## src/rtl/mmio_uart_tx_if.sv

```systemverilog
// Data-memory bus as seen by an MMIO responder: address, write strobe/mask/data, read data.
interface mmio_uart_tx_if;
    logic [31:0] a;
    logic        we;
    logic [3:0]  wmask;
    logic [31:0] wd;
    logic [31:0] rd;

    modport master (output a, output we, output wmask, output wd, input rd);
    modport slave  (input a, input we, input wmask, input wd, output rd);
endinterface

```

## src/rtl/mmio_uart_tx.sv

```systemverilog
// Memory-mapped 8N1 UART transmitter: TX FIFO, status/divisor registers, serializer.
module mmio_uart_tx #(
    parameter logic [31:0] BASE_ADDR   = 32'h1000_0000,
    parameter int unsigned DEPTH       = 8,
    parameter logic [15:0] DEFAULT_DIV = 16'd868
) (
    input  logic         clk,
    input  logic         reset,
    mmio_uart_tx_if.slave bus,
    output logic         tx
);

    localparam int unsigned PTR_W = (DEPTH > 1) ? $clog2(DEPTH) : 1;
    localparam int unsigned CNT_W = $clog2(DEPTH) + 1;
    localparam int unsigned DIV_W = 16;

    typedef enum logic [1:0] {
        ST_IDLE,
        ST_START,
        ST_DATA,
        ST_STOP
    } state_t;

    // Address decode and register strobes
    logic       sel;
    logic [1:0] offset;
    logic       wr_txdata;
    logic       wr_status;
    logic       wr_div;

    assign sel       = (bus.a[31:4] == BASE_ADDR[31:4]);
    assign offset    = bus.a[3:2];
    assign wr_txdata = sel && bus.we && (offset == 2'd0) && bus.wmask[0];
    assign wr_status = sel && bus.we && (offset == 2'd1);
    assign wr_div    = sel && bus.we && (offset == 2'd2);

    // Bits of the bus this block never looks at
    logic unused_bits;
    assign unused_bits = ^{bus.a[1:0], bus.wd[31:16], bus.wmask[3:2]};

    // FIFO and control registers
    logic [7:0]       mem [DEPTH];
    logic [PTR_W-1:0] wr_ptr;
    logic [PTR_W-1:0] rd_ptr;
    logic [CNT_W-1:0] count;
    logic             overflow;
    logic [DIV_W-1:0] divisor;

    logic full;
    logic empty;
    logic push_ok;
    logic pop;

    assign full    = (count == CNT_W'(DEPTH));
    assign empty   = (count == '0);
    assign push_ok = wr_txdata && (!full || pop);

    // Serializer state
    state_t           state;
    state_t           state_d;
    logic [7:0]       shift;
    logic [7:0]       shift_d;
    logic [DIV_W-1:0] timer;
    logic [DIV_W-1:0] timer_d;
    logic [2:0]       bit_idx;
    logic [2:0]       bit_idx_d;
    logic [DIV_W-1:0] eff_div;
    logic [DIV_W-1:0] eff_div_d;
    logic             tx_d;
    logic             bit_end;
    logic             busy;

    assign bit_end = (timer == (eff_div - DIV_W'(1)));
    assign busy    = (state != ST_IDLE);

    // Read mux: zero outside the window and at unmapped offsets
    always_comb begin
        bus.rd = '0;
        if (sel) begin
            case (offset)
                2'd1:    bus.rd = {20'd0, 4'(count), 4'd0, overflow, busy, empty, full};
                2'd2:    bus.rd = {16'd0, divisor};
                default: bus.rd = '0;
            endcase
        end
    end

    // FIFO storage; contents need no reset since pointers define validity
    always_ff @(posedge clk) begin
        if (push_ok) begin
            mem[wr_ptr] <= bus.wd[7:0];
        end
    end

    // FIFO pointers, occupancy, sticky overflow and divisor register
    always_ff @(posedge clk or posedge reset) begin
        if (reset) begin
            wr_ptr   <= '0;
            rd_ptr   <= '0;
            count    <= '0;
            overflow <= 1'b0;
            divisor  <= DEFAULT_DIV;
        end else begin
            if (push_ok) begin
                wr_ptr <= wr_ptr + PTR_W'(1);
            end
            if (pop) begin
                rd_ptr <= rd_ptr + PTR_W'(1);
            end
            if (push_ok && !pop) begin
                count <= count + CNT_W'(1);
            end else if (!push_ok && pop) begin
                count <= count - CNT_W'(1);
            end
            if (wr_txdata && !push_ok) begin
                overflow <= 1'b1;
            end else if (wr_status && bus.wmask[0] && bus.wd[3]) begin
                overflow <= 1'b0;
            end
            if (wr_div && bus.wmask[0]) begin
                divisor[7:0] <= bus.wd[7:0];
            end
            if (wr_div && bus.wmask[1]) begin
                divisor[15:8] <= bus.wd[15:8];
            end
        end
    end

    // Serializer state register; tx is a flop so the line never glitches
    always_ff @(posedge clk or posedge reset) begin
        if (reset) begin
            state   <= ST_IDLE;
            shift   <= '0;
            timer   <= '0;
            bit_idx <= '0;
            eff_div <= DIV_W'(1);
            tx      <= 1'b1;
        end else begin
            state   <= state_d;
            shift   <= shift_d;
            timer   <= timer_d;
            bit_idx <= bit_idx_d;
            eff_div <= eff_div_d;
            tx      <= tx_d;
        end
    end

    // Serializer next-state: divisor is latched per frame, tx follows the next state
    always_comb begin
        state_d   = state;
        shift_d   = shift;
        timer_d   = timer;
        bit_idx_d = bit_idx;
        eff_div_d = eff_div;
        pop       = 1'b0;
        tx_d      = 1'b1;

        case (state)
            ST_IDLE: begin
                if (!empty) begin
                    pop       = 1'b1;
                    shift_d   = mem[rd_ptr];
                    eff_div_d = (divisor == '0) ? DIV_W'(1) : divisor;
                    timer_d   = '0;
                    state_d   = ST_START;
                end
            end
            ST_START: begin
                if (bit_end) begin
                    timer_d   = '0;
                    bit_idx_d = '0;
                    state_d   = ST_DATA;
                end else begin
                    timer_d = timer + DIV_W'(1);
                end
            end
            ST_DATA: begin
                if (bit_end) begin
                    timer_d = '0;
                    shift_d = shift >> 1;
                    if (bit_idx == 3'd7) begin
                        state_d = ST_STOP;
                    end else begin
                        bit_idx_d = bit_idx + 3'd1;
                    end
                end else begin
                    timer_d = timer + DIV_W'(1);
                end
            end
            ST_STOP: begin
                if (bit_end) begin
                    timer_d = '0;
                    state_d = ST_IDLE;
                end else begin
                    timer_d = timer + DIV_W'(1);
                end
            end
            default: state_d = ST_IDLE;
        endcase

        case (state_d)
            ST_START: tx_d = 1'b0;
            ST_DATA:  tx_d = shift_d[0];
            default:  tx_d = 1'b1;
        endcase
    end

endmodule
```

## src/flat_wrapper.sv

```systemverilog
// flat-port wrapper written by rule: the top's interface ports become plain ports
module mmio_uart_tx_flat 
#(
    parameter logic [31:0] BASE_ADDR   = 32'h1000_0000,
    parameter int unsigned DEPTH       = 8,
    parameter logic [15:0] DEFAULT_DIV = 16'd868
)
  (clk, reset, tx, bus_a, bus_we, bus_wmask, bus_wd, bus_rd);
  mmio_uart_tx_if bus_i ();
  input  logic clk;
  input  logic reset;
  output logic tx;
  input wire logic [$bits(bus_i.a)-1:0] bus_a;
  input wire logic [$bits(bus_i.we)-1:0] bus_we;
  input wire logic [$bits(bus_i.wmask)-1:0] bus_wmask;
  input wire logic [$bits(bus_i.wd)-1:0] bus_wd;
  output wire logic [$bits(bus_i.rd)-1:0] bus_rd;
  assign bus_i.a = bus_a;
  assign bus_i.we = bus_we;
  assign bus_i.wmask = bus_wmask;
  assign bus_i.wd = bus_wd;
  assign bus_rd = bus_i.rd;
  mmio_uart_tx #(.BASE_ADDR(BASE_ADDR), .DEPTH(DEPTH), .DEFAULT_DIV(DEFAULT_DIV)) u_core (.clk(clk), .reset(reset), .bus(bus_i), .tx(tx));
endmodule
```

## config.mk

```make
export PLATFORM = sky130hd
export DESIGN_NAME = mmio_uart_tx_flat
export DESIGN_NICKNAME = d
export VERILOG_FILES = /design/src/rtl/mmio_uart_tx_if.sv /design/src/rtl/mmio_uart_tx.sv /design/src/flat_wrapper.sv
export SDC_FILE = /design/constraint.sdc
export NUM_CORES = 1
export LEC_CHECK = 0
export CAP_MARGIN = 10
export CELL_PAD_IN_SITES_DETAIL_PLACEMENT = 1
export CELL_PAD_IN_SITES_GLOBAL_PLACEMENT = 1
export CORE_AREA = 2 2 129 131
export CTS_CLUSTER_SIZE = 28
export DETAILED_ROUTE_END_ITERATION = 16
export DIE_AREA = 0 0 131 133
export PLACE_DENSITY = 0.86
export SYNTH_ARGS = -nofsm -noshare
export SYNTH_HDL_FRONTEND = slang
export SYNTH_SLANG_ARGS = --single-unit
```

## constraint.sdc

```tcl
create_clock -name clk -period 3.3 [get_ports clk]
set_input_delay 0.33 -clock clk [delete_from_list [all_inputs] [get_ports clk]]
set_output_delay 0.33 -clock clk [all_outputs]
set_load 0.02 [all_outputs]
```

# After elaboration in Yosys (flattened, before gate mapping)
# Memory sizes are Yosys's and may differ from the RTL's.
# Index checks and enable logic that the tools add are counted.
# W data, S select, Z words.
[op_classes]
bitwise = 1
n_eq_ne = 15
muxes = 28
reduce_logical = 30
add_sub_neg = 7
[op_table]
columns = ["operator", "count"]
rows = [
  ["$mux W16", 4],
  ["$pmux W16 S2", 2],
  ["$eq A28 B25 Y1 const B", 1],
  ["$add A16 B1 Y16 const B", 1],
  ["$eq A16 B16 Y1", 1],
  ["$logic_not A16 Y1", 1],
  ["$mux W8", 2],
  ["$pmux W8 S2", 1],
  ["$sub A16 B1 Y16 const B", 1],
  ["$logic_and A1 B1 Y1", 13],
  ["$mux W2", 5],
  ["$reduce_bool A2 Y1", 5],
  ["$add A3 B1 Y3 const B", 3],
  ["$mux W3", 3],
  ["$eq A2 B2 Y1 const B", 4],
  ["$mux W4", 2],
  ["$pmux W2 S4", 1],
  ["$eq A2 B1 Y1 const B", 3],
  ["$mux W1", 6],
  ["$pmux W3 S2", 1],
  ["$add A4 B1 Y4 const B", 1],
  ["$eq A4 B4 Y1 const B", 1],
  ["$logic_not A2 Y1", 2],
  ["$logic_not A4 Y1", 1],
  ["other kinds (12)", 16],
]
[totals]
mem_bits_rw = 64
regBits = 73
wordCells = 95
input_bits = 71
out_inout_bits = 33
n_memories = 1
[memory_table]
columns = ["name", "words", "word_bits", "rd", "rd_clocked_by_memory_dff", "write_ports", "line_no", "text"]
rows = [
  ["u_core.mem", 8, 8, 1, 0, 1, "mmio_uart_tx.sv:42", "logic [7:0] mem [DEPTH];"],
]

# Logic depth before layout (Yosys ltp)
# Gate-level depths: netlist of run 1.
[depth]
word_depth = 9
mapped_depth = 14

# Worst setup path before layout of run 1
# OpenSTA, ideal clock, no wires.
[synth_path]
path_type = "register to register"
start = "register u_core.count[0]"
end = "register u_core.count[3]"
t_required_ns = 3.175
synth_period_minus_slack_ns = 3.009
setup_slack_ns = 0.291
stages_incl_launch_ff = 14
t_arrival_ns = 2.884
setup_ns = 0.125
cell_sequence = "dfrtp_1 > nor4_1 > nor3_1 > inv_1 > clkbuf_1 > buf_1 > ha_1 > inv_1 > ha_1 > a21o_1 > a21oi_1 > xnor2_1 > nor2_1 > xor2_1"
[synth_between]
elab_chain_cells = 8
word_cells_on_any_way = 16
cone_classes = "add/sub (2); eq/ne (1); mux (4); reduce/logical (9)"
[synth_lines]
columns = ["element", "line_no", "text"]
rows = [
  ["from (decl)", "mmio_uart_tx.sv:45", "logic [CNT_W-1:0] count;"],
  ["from (signal assigned)", "mmio_uart_tx.sv:111", "count <= count + CNT_W'(1);"],
  ["from (signal assigned)", "mmio_uart_tx.sv:113", "count <= count - CNT_W'(1);"],
  ["$logic_not A4 Y1", "mmio_uart_tx.sv:55", "assign empty = (count == '0);"],
  ["$mux W1", "mmio_uart_tx.sv:160", "if (!empty) begin"],
  ["$mux W1", "mmio_uart_tx.sv:158", "case (state)"],
  ["$logic_or A1 B1 Y1", "mmio_uart_tx.sv:56", "assign push_ok = wr_txdata && (!full || pop);"],
  ["$logic_and A1 B1 Y1", "mmio_uart_tx.sv:56", ""],
  ["$logic_not A1 Y1", "mmio_uart_tx.sv:112", "end else if (!push_ok && pop) begin"],
  ["$logic_and A1 B1 Y1", "mmio_uart_tx.sv:112", ""],
  ["$reduce_bool A2 Y1 (no line)", "-", ""],
]
# Several ways; a longest one is shown, not always the timed one. The select of a mux whose other input is x is not followed.
# A chain may end at the register's enable or synchronous reset.

# Worst setup path in the final report of run 1
[layout_path]
start = "register u_core.eff_div[11]"
end = "register u_core.timer[6]"
[layout_between]
elab_chain_cells = 4
[layout_lines]
columns = ["element", "line_no", "text"]
rows = [
  ["from (decl)", "mmio_uart_tx.sv:67", "logic [DIV_W-1:0] eff_div;"],
  ["from (signal assigned)", "mmio_uart_tx.sv:143", "eff_div <= eff_div_d;"],
  ["$sub A16 B1 Y16", "mmio_uart_tx.sv:73", "assign bit_end = (timer == (eff_div - DIV_W'(1)));"],
  ["$eq A16 B16 Y1", "mmio_uart_tx.sv:73", ""],
  ["$mux W16", "mmio_uart_tx.sv:169, mmio_uart_tx.sv:178, mmio_uart_tx.sv:191", ""],
  ["$pmux W16 S2", "mmio_uart_tx.sv:158", ""],
  ["to (signal assigned)", "mmio_uart_tx.sv:141", "timer <= timer_d;"],
  ["to (decl)", "mmio_uart_tx.sv:63", "logic [DIV_W-1:0] timer;"],
]
# Every way passes these cells.

==> flow_summary.toml, run 1 <==
[logic_synthesis]
synth_area_leader_cell = "edfxtp_1"
synth.most_common_cell = "nand2_1"
ys_seq_elements = 137
synth_common_cells = "70 x nand2_1, 66 x dfrtp_1, 64 x edfxtp_1"
netlist_instances = 582
synthesis.area_sq_um = 6890
synth_enable_flop_cells = 64
ys.flop_type = "dfrtp_1"
synthArstFlopShare_pct = 53.3
synthTopCellsByArea = "edfxtp_1 28%, dfrtp_1 24%, mux4_2 5.2%, nand2_1 3.8%, mux2_2 2.9%"
synth.avg_cell_area_sq_um = 11.8
post-synth-top-area-fraction_pct = 27.9
yosysSeqAreaShare_pct = 54.5
ys_types = 67
synth_warnings = 0

[final_layout]
final_cells = 895
fin_area_sq_um = 8530
final_core_util_pct = 52.8
diodes = 0
fin_nets = 746
drive_gt1_share_pct = 17.8
area_growth_pct = 23.8

[timing]
worst_slew_pin_slew_ns = 0.797
setup_viol = 0
hold_slack_ns = 0.363
slew_headroom_pct = 46.8
slew_viol_final = 0
fin_skew_ns = 0.00634
timing.final.crit_share_pct = 98.0
hold_viol_final = 0
min_period_ns = 3.24
timing.fmax_mhz = 309

[pwr]
powerDensity_nw_per_um2 = 496
internal-power_mw = 3.08
peakVddDrop_mv = 0.346
p_leak_nw = 3.44
combinationalPowerShare_pct = 9.9
p_switching_mw = 1.15
seqPwrFrac_pct = 44.9
clkPwrFrac_pct = 45.2
swShare_pct = 27.2

[worst_setup_path]
cp_top_family = "simple AND/OR/NAND/NOR gates"
reg2reg_slack_ns = 0.06
critPathLaunch = "u_core.eff_div[11]"
critPathMostFrequentCell = "or4_4"
r2r-start = "u_core.eff_div[11]"
endpoint_kind = "flop"
critPathLaunchType = "flop"
critPathBufInv = 2
slowest_delay_ns = 0.59
critical_path_arrival_ns = 3.60
cp_data_required_time_ns = 3.67
path_class = "reg -> reg"
crit_path_top_delay_cell = "or4_4"
r2r-end = "u_core.timer[6]"
cp_cell_sequence = "or4_4 -> or4_4 -> nor3b_1 -> o31a_1 -> o2111a_1 -> buf_12 -> buf_4 -> o311ai_2 -> o21a_1"
reg2reg_depth = 9
critPathMaxFanout = 30

[clock_network]
htreeDepth = 4
cts_hold_buf = 0
cts_inserted_buffers = 17
clock-sinks = 137
clk_pin_slew_ns = 0.07
cts_tree = "built"
cts_buffer_depth = 2
postCtsSetupRepairBufs = 0
cts-root-buf = "clkbuf_16"
worstSkewPairLatency_ns = 0.44

[run_status]
status = "finished, final reports clean"

[route]
drt_iter0_drc = 389
wl_per_cell_microns = 22.8
drc = 0
met2WireLength_microns = 11100
drt_pass1_iterations = 5
wirelength_microns = 20400
wl_met3_microns = 878
num_vias = 5230
viasPerCell = 5.84
wl_met1_microns = 7940
dr.max_layer_used = "met4"
postRouteAntennaNets = 0

[die]
ios = 104
dieArea_sq_um = 17400
coreArea_sq_um = 16200
start_util_pct = 42.6
row_count = 47
die_h_microns = 133
die_width_microns = 131

[placement]
hpwlAfterDp_microns = 13400
dp.cells = 862
place_congestion = 0.812
io_buffers = 67
dpl_cell_area_sq_um = 7860

[global_routing]
antenna_found_initial = 0
grt_pass1_wl_microns = 31800
grt_remaining_overflow = 0
grt_max_degree = 40
grt.total_usage_pct = 24.5
grt_pass1_vias = 5651

[run]
drv_cap = 0

[hold_path]
hold_class = "in -> async"
==> worst reg2reg max path: stages, from the launching register on <==
cell and delay, ns:
dfrtp_2 0.46, or4_4 0.53, or4_4 0.59, nor3b_1 0.17, o31a_1 0.30, o2111a_1 0.28
buf_12 0.18, buf_4 0.19, o311ai_2 0.29, o21a_1 0.18
==> logic make-up after synthesis <==
group	after synthesis	share of synthesized area [%]
compound gates	87	9.40
fa+ha+maj	13	2.47
mux	44	9.62
other cells	1	0.0544
flops	137	54.5
xor+xnor	30	3.81
buf+inv	59	4.39
simple gates	211	15.8
==> layer usage <==
layer / GRT usage, % / vias to the layer above
met5: 0 / -
met4: 9.52 / 0
met3: 5.05 / 47
met2: 42.6 / 202
met1: 29.4 / 2696
li1: - / 2285
==> layout by cell type, fill, tap and decap left out, drive strengths merged, types with 6 or more instances in the layout <==
| cell | Yosys | final |
|---|---|---|
| nand2 | 70 | 70 |
| clkdlybuf4s50 | 0 | 67 |
| dfrtp | 66 | 66 |
| edfxtp | 64 | 64 |
| nor2 | 31 | 31 |
| buf | 28 | 27 |
| xnor2 | 20 | 20 |
| inv | 10 | 20 |
| nor4 | 19 | 19 |
| mux2 | 18 | 18 |
| clkbuf | 21 | 17 |
| mux4 | 16 | 16 |
| conb | 1 | 16 |
| nor3 | 15 | 16 |
| and3 | 15 | 15 |
| a21oi | 14 | 14 |
| nand3 | 12 | 12 |
| ha | 12 | 12 |
| nor3b | 11 | 11 |
| xor2 | 10 | 10 |
| mux2i | 10 | 10 |
| o21a | 10 | 10 |
| o311ai | 10 | 10 |
| o21ai | 8 | 8 |
| nand2b | 7 | 7 |
| dfstp | 7 | 7 |
| a22oi | 6 | 6 |
| a211o | 6 | 6 |
==> metrics by stage <==
step                      total power [mW]  setup WS, ns   TNS [ns]
after floorplan                       2.18         0.291          0
after global placement                2.30         0.143          0
after detailed placement              2.34        -0.134     -0.156
after CTS                             4.25       0.00378          0
after global routing                  4.35     -0.000129  -0.000129
final                                 4.23        0.0646          0
==> power groups by stage <==
stage,logic (mW),registers (mW),clock network [mW]
global route,0.461,1.90,1.99
global placement,0.382,1.92,0
finish,0.421,1.90,1.91
detailed placement,0.413,1.92,0
floorplan,0.255,1.92,0
CTS,0.425,1.90,1.93
==> worst max path at each step <==
stage                 endpoint  slack, ns  cells after the start
2_1_floorplan  u_core.count[3]       0.29                     13
3_3_place_gp   u_core.count[3]       0.14                     11
3_5_place_dp   u_core.count[3]      -0.13                     11
4_1_cts        u_core.timer[6]      0.004                      9
5_1_grt        u_core.timer[2]    -0.0001                      9
6_report       u_core.timer[6]       0.06                      9
==> state kept, by name, indices dropped and copies added, names as in the netlist <==
register	count
u_core.eff_div	16
u_core.mem	64
u_core.tx	1
u_core.wr_ptr	3
u_core.bit_idx	3
u_core.state	2
u_core.divisor	16
u_core.count	4
u_core.overflow	1
u_core.timer	16
u_core.shift	8
u_core.rd_ptr	3
==> final cells by class <==
class                   count  area (sq um)
inverters                  10          37.5
fillers                  1668          7640
well taps                 220           275
clock buffers              17           425
multi-input cells         402          2970
flip-flops and latches    137          3760
repair buffers             94           898
clock inverters            15           171
==> what timing repair did <==
| item | 4_1_cts | 5_1_grt |
|---|---|---|
| pin swaps | 0 | 1 |
| cloned | 0 | 1 |
| setup endpoints to repair | 10 | 20 |
| gates resized for setup | 4 | 12 |
Power figures use the tool's default switching activity.
==> run 2: changes to the inputs <==
--- a/config.mk
+++ b/config.mk
@@ -8,11 +8,11 @@
 export CAP_MARGIN = 10
 export CELL_PAD_IN_SITES_DETAIL_PLACEMENT = 1
 export CELL_PAD_IN_SITES_GLOBAL_PLACEMENT = 1
-export CORE_AREA = 2 2 129 131
+export CORE_AREA = 2 2 136 138
 export CTS_CLUSTER_SIZE = 28
 export DETAILED_ROUTE_END_ITERATION = 16
-export DIE_AREA = 0 0 131 133
-export PLACE_DENSITY = 0.86
+export DIE_AREA = 0 0 138 140
+export PLACE_DENSITY = 0.82
 export SYNTH_ARGS = -nofsm -noshare
 export SYNTH_HDL_FRONTEND = slang
 export SYNTH_SLANG_ARGS = --single-unit
==> constraint.sdc (replaced) <==
create_clock -name clk -period 2.6 [get_ports clk]
set_input_delay 0.26 -clock clk [delete_from_list [all_inputs] [get_ports clk]]
set_output_delay 0.26 -clock clk [all_outputs]
set_load 0.02 [all_outputs]
==> run 2 against run 1 <==
Compared with the run above: the flow now finishes with violations (setup timing); via count is 2.5% higher; fmax is 5.4% higher; hold slack worse by 0.14 ns; first-iteration DRC count is 6.7% lower; sequential cell count stayed put; count of clock-buffer cells in the layout is 1 higher; routed wire length is 4.8% higher; worst setup slack worse by 0.53 ns; utilization is 0.60 points lower; combinational power is 31% higher.
==> flow_summary.toml, run 2 (synthesis results as in run 1) <==
[final_layout]
drive_gt1_share_pct = 28.3
fin_area_sq_um = 9280
final_common_cell = "nand2_1"
multi_input_area_sq_um = 3320
largest-register = "u_core.mem"
nFillCells = 1812
area_growth_pct = 34.5
final_cells = 947
diodes = 0
fin_nets = 789
final_cell_mix = "69 x nand2_1, 66 x dfrtp_1, 64 x edfxtp_1, 59 x buf_4, 57 x clkdlybuf4s50_1"
final_core_util_pct = 52.2
largest_register_ffs = 64
seqCellArea_sq_um = 3760

[route]
viasPerCell = 5.66
num_vias = 5363
wirelength_microns = 21400
wl_per_cell_microns = 22.6
drt_iter0_drc = 363
postRouteAntennaNets = 0
drt_pass1_iterations = 5
drc = 0

[clock_network]
cts_tree = "built"
cts_hold_buf = 0
clock-sinks = 137
cts_buffer_depth = 2
worstSkewPairLatency_ns = 0.43
htreeDepth = 4
cts_inserted_buffers = 17
clk_pin_slew_ns = 0.07
cts-root-buf = "clkbuf_16"

[run_status]
violations = "setup timing"
status = "complete, but fails checks"

[global_routing]
grt_use_met3_pct = 4.68
met1_usage_pct = 26.5
grt_remaining_overflow = 0
busiest_layer = "met2"
grt_pass1_wl_microns = 32600
grt_max_degree = 74
antenna_found_initial = 0
grt.total_usage_pct = 21.9
grt_pass1_vias = 5803
grtUsageMet2_pct = 38.8

[timing]
timing.fmax_mhz = 326
min_period_ns = 3.07
setup_tns_ns = -11.96
timing.final.crit_share_pct = 118
worst_slew_pin_slew_ns = 0.940
fin_skew_ns = 0.0102
hold_viol_final = 0
setup_viol = 30
setup_slack_ns = -0.470
slew_viol_final = 0
slew_headroom_pct = 37.2
rsz0062_at_grt = "yes"

[die]
coreArea_sq_um = 17800
start_util_pct = 38.8
row_count = 49
dieArea_sq_um = 19300
ios = 104
die_width_microns = 138
die_h_microns = 140

[worst_setup_path]
critical_path_arrival_ns = 3.43
path_class = "reg -> reg"
cp_data_required_time_ns = 2.96
endpoint_kind = "flop"
critPathLaunch = "u_core.eff_div[6]"
critPathLaunchType = "flop"
r2r-start = "u_core.eff_div[6]"
critPathMaxFanout = 8

[pwr]
total_power_mw = 5.32
peakVddDrop_mv = 0.507
p_leak_nw = 3.81
powerDensity_nw_per_um2 = 573

[placement]
place_congestion = 0.843
dp.cells = 905
hpwlAfterDp_microns = 13600
io_buffers = 67
dpl_cell_area_sq_um = 8150

[hold_path]
hold_class = "in -> async"

[run]
drv_cap = 0
[run 2: cell types whose count changed in the layout (fill, tap and decap cells not counted), sizes merged, moves of 2 or more]
| cell | previous run | this run |
|---|---|---|
| buf | 27 | 67 |
| clkbuf | 17 | 21 |
| clkdlybuf4s50 | 67 | 57 |
| clkinvlp | 2 | 0 |
| dlygate4sd2 | 0 | 8 |
| dlymetal6s2s | 0 | 2 |
[run 2: where the power goes]
group	total, mW	internal, mW	switching (mW)
Clock	2.33	1.26	1.07
Sequential	2.43	2.35	0.0846
Combinational	0.551	0.290	0.260
Total	5.32	3.90	1.42
[run 2: per-stage QoR]
step,setup WS (ns),hold slack [ns]
3_5_place_dp,-0.517,0.481
3_3_place_gp,-0.410,0.465
6_report,-0.470,0.219
2_1_floorplan,-0.284,0.359
5_1_grt,-0.502,0.253
4_1_cts,-0.411,0.244
[run 2: final timing paths]
check | endpoint | slack [ns] | depth (start not counted)
setup / recovery | u_core.tx | -0.47 | 8
hold / removal | u_core.divisor[12] | 0.22 | 3
setup reg to reg | u_core.tx | -0.47 | 8
hold reg to reg | u_core.shift[2] | 0.49 | 1
max in group asynchronous | u_core.tx | 2.01 | 3
min in group clk | u_core.divisor[8] | 0.45 | 2
[run 2: layout make-up]
| type | count | area share (%) |
|---|---|---|
| inverters | 10 | 0.405 |
| flip-flops and latches | 137 | 40.5 |
| repair buffers | 137 | 14.2 |
| multi-input cells | 402 | 35.8 |
| well taps | 229 | 3.09 |
| clock inverters | 14 | 1.35 |
| clock buffers | 18 | 4.63 |
[run 2: per-layer routing]
metal  vias to the layer above  share of wire [%]
li1                       2374                  -
met4                         0                2.1
met5                         -                  0
met2                       191                 53
met3                        34                4.6
met1                      2764                 40
[run 2: what timing repair did]
action | CTS | global route
setup endpoints to repair | 39 | 49
resized for setup | 39 | 50
cloned | 2 | 3
setup buffers | 3 | 3
pin swaps | 8 | 30
[run 2: worst max-delay path, cell delays in order (launching register included)]
cell,delay (ns)
dfrtp_1,0.40
or4_4,0.55
or4_4,0.57
nor3b_4,0.18
o31a_1,0.26
o2111a_2,0.33
buf_12,0.18
and2_1,0.17
a221o_1,0.35
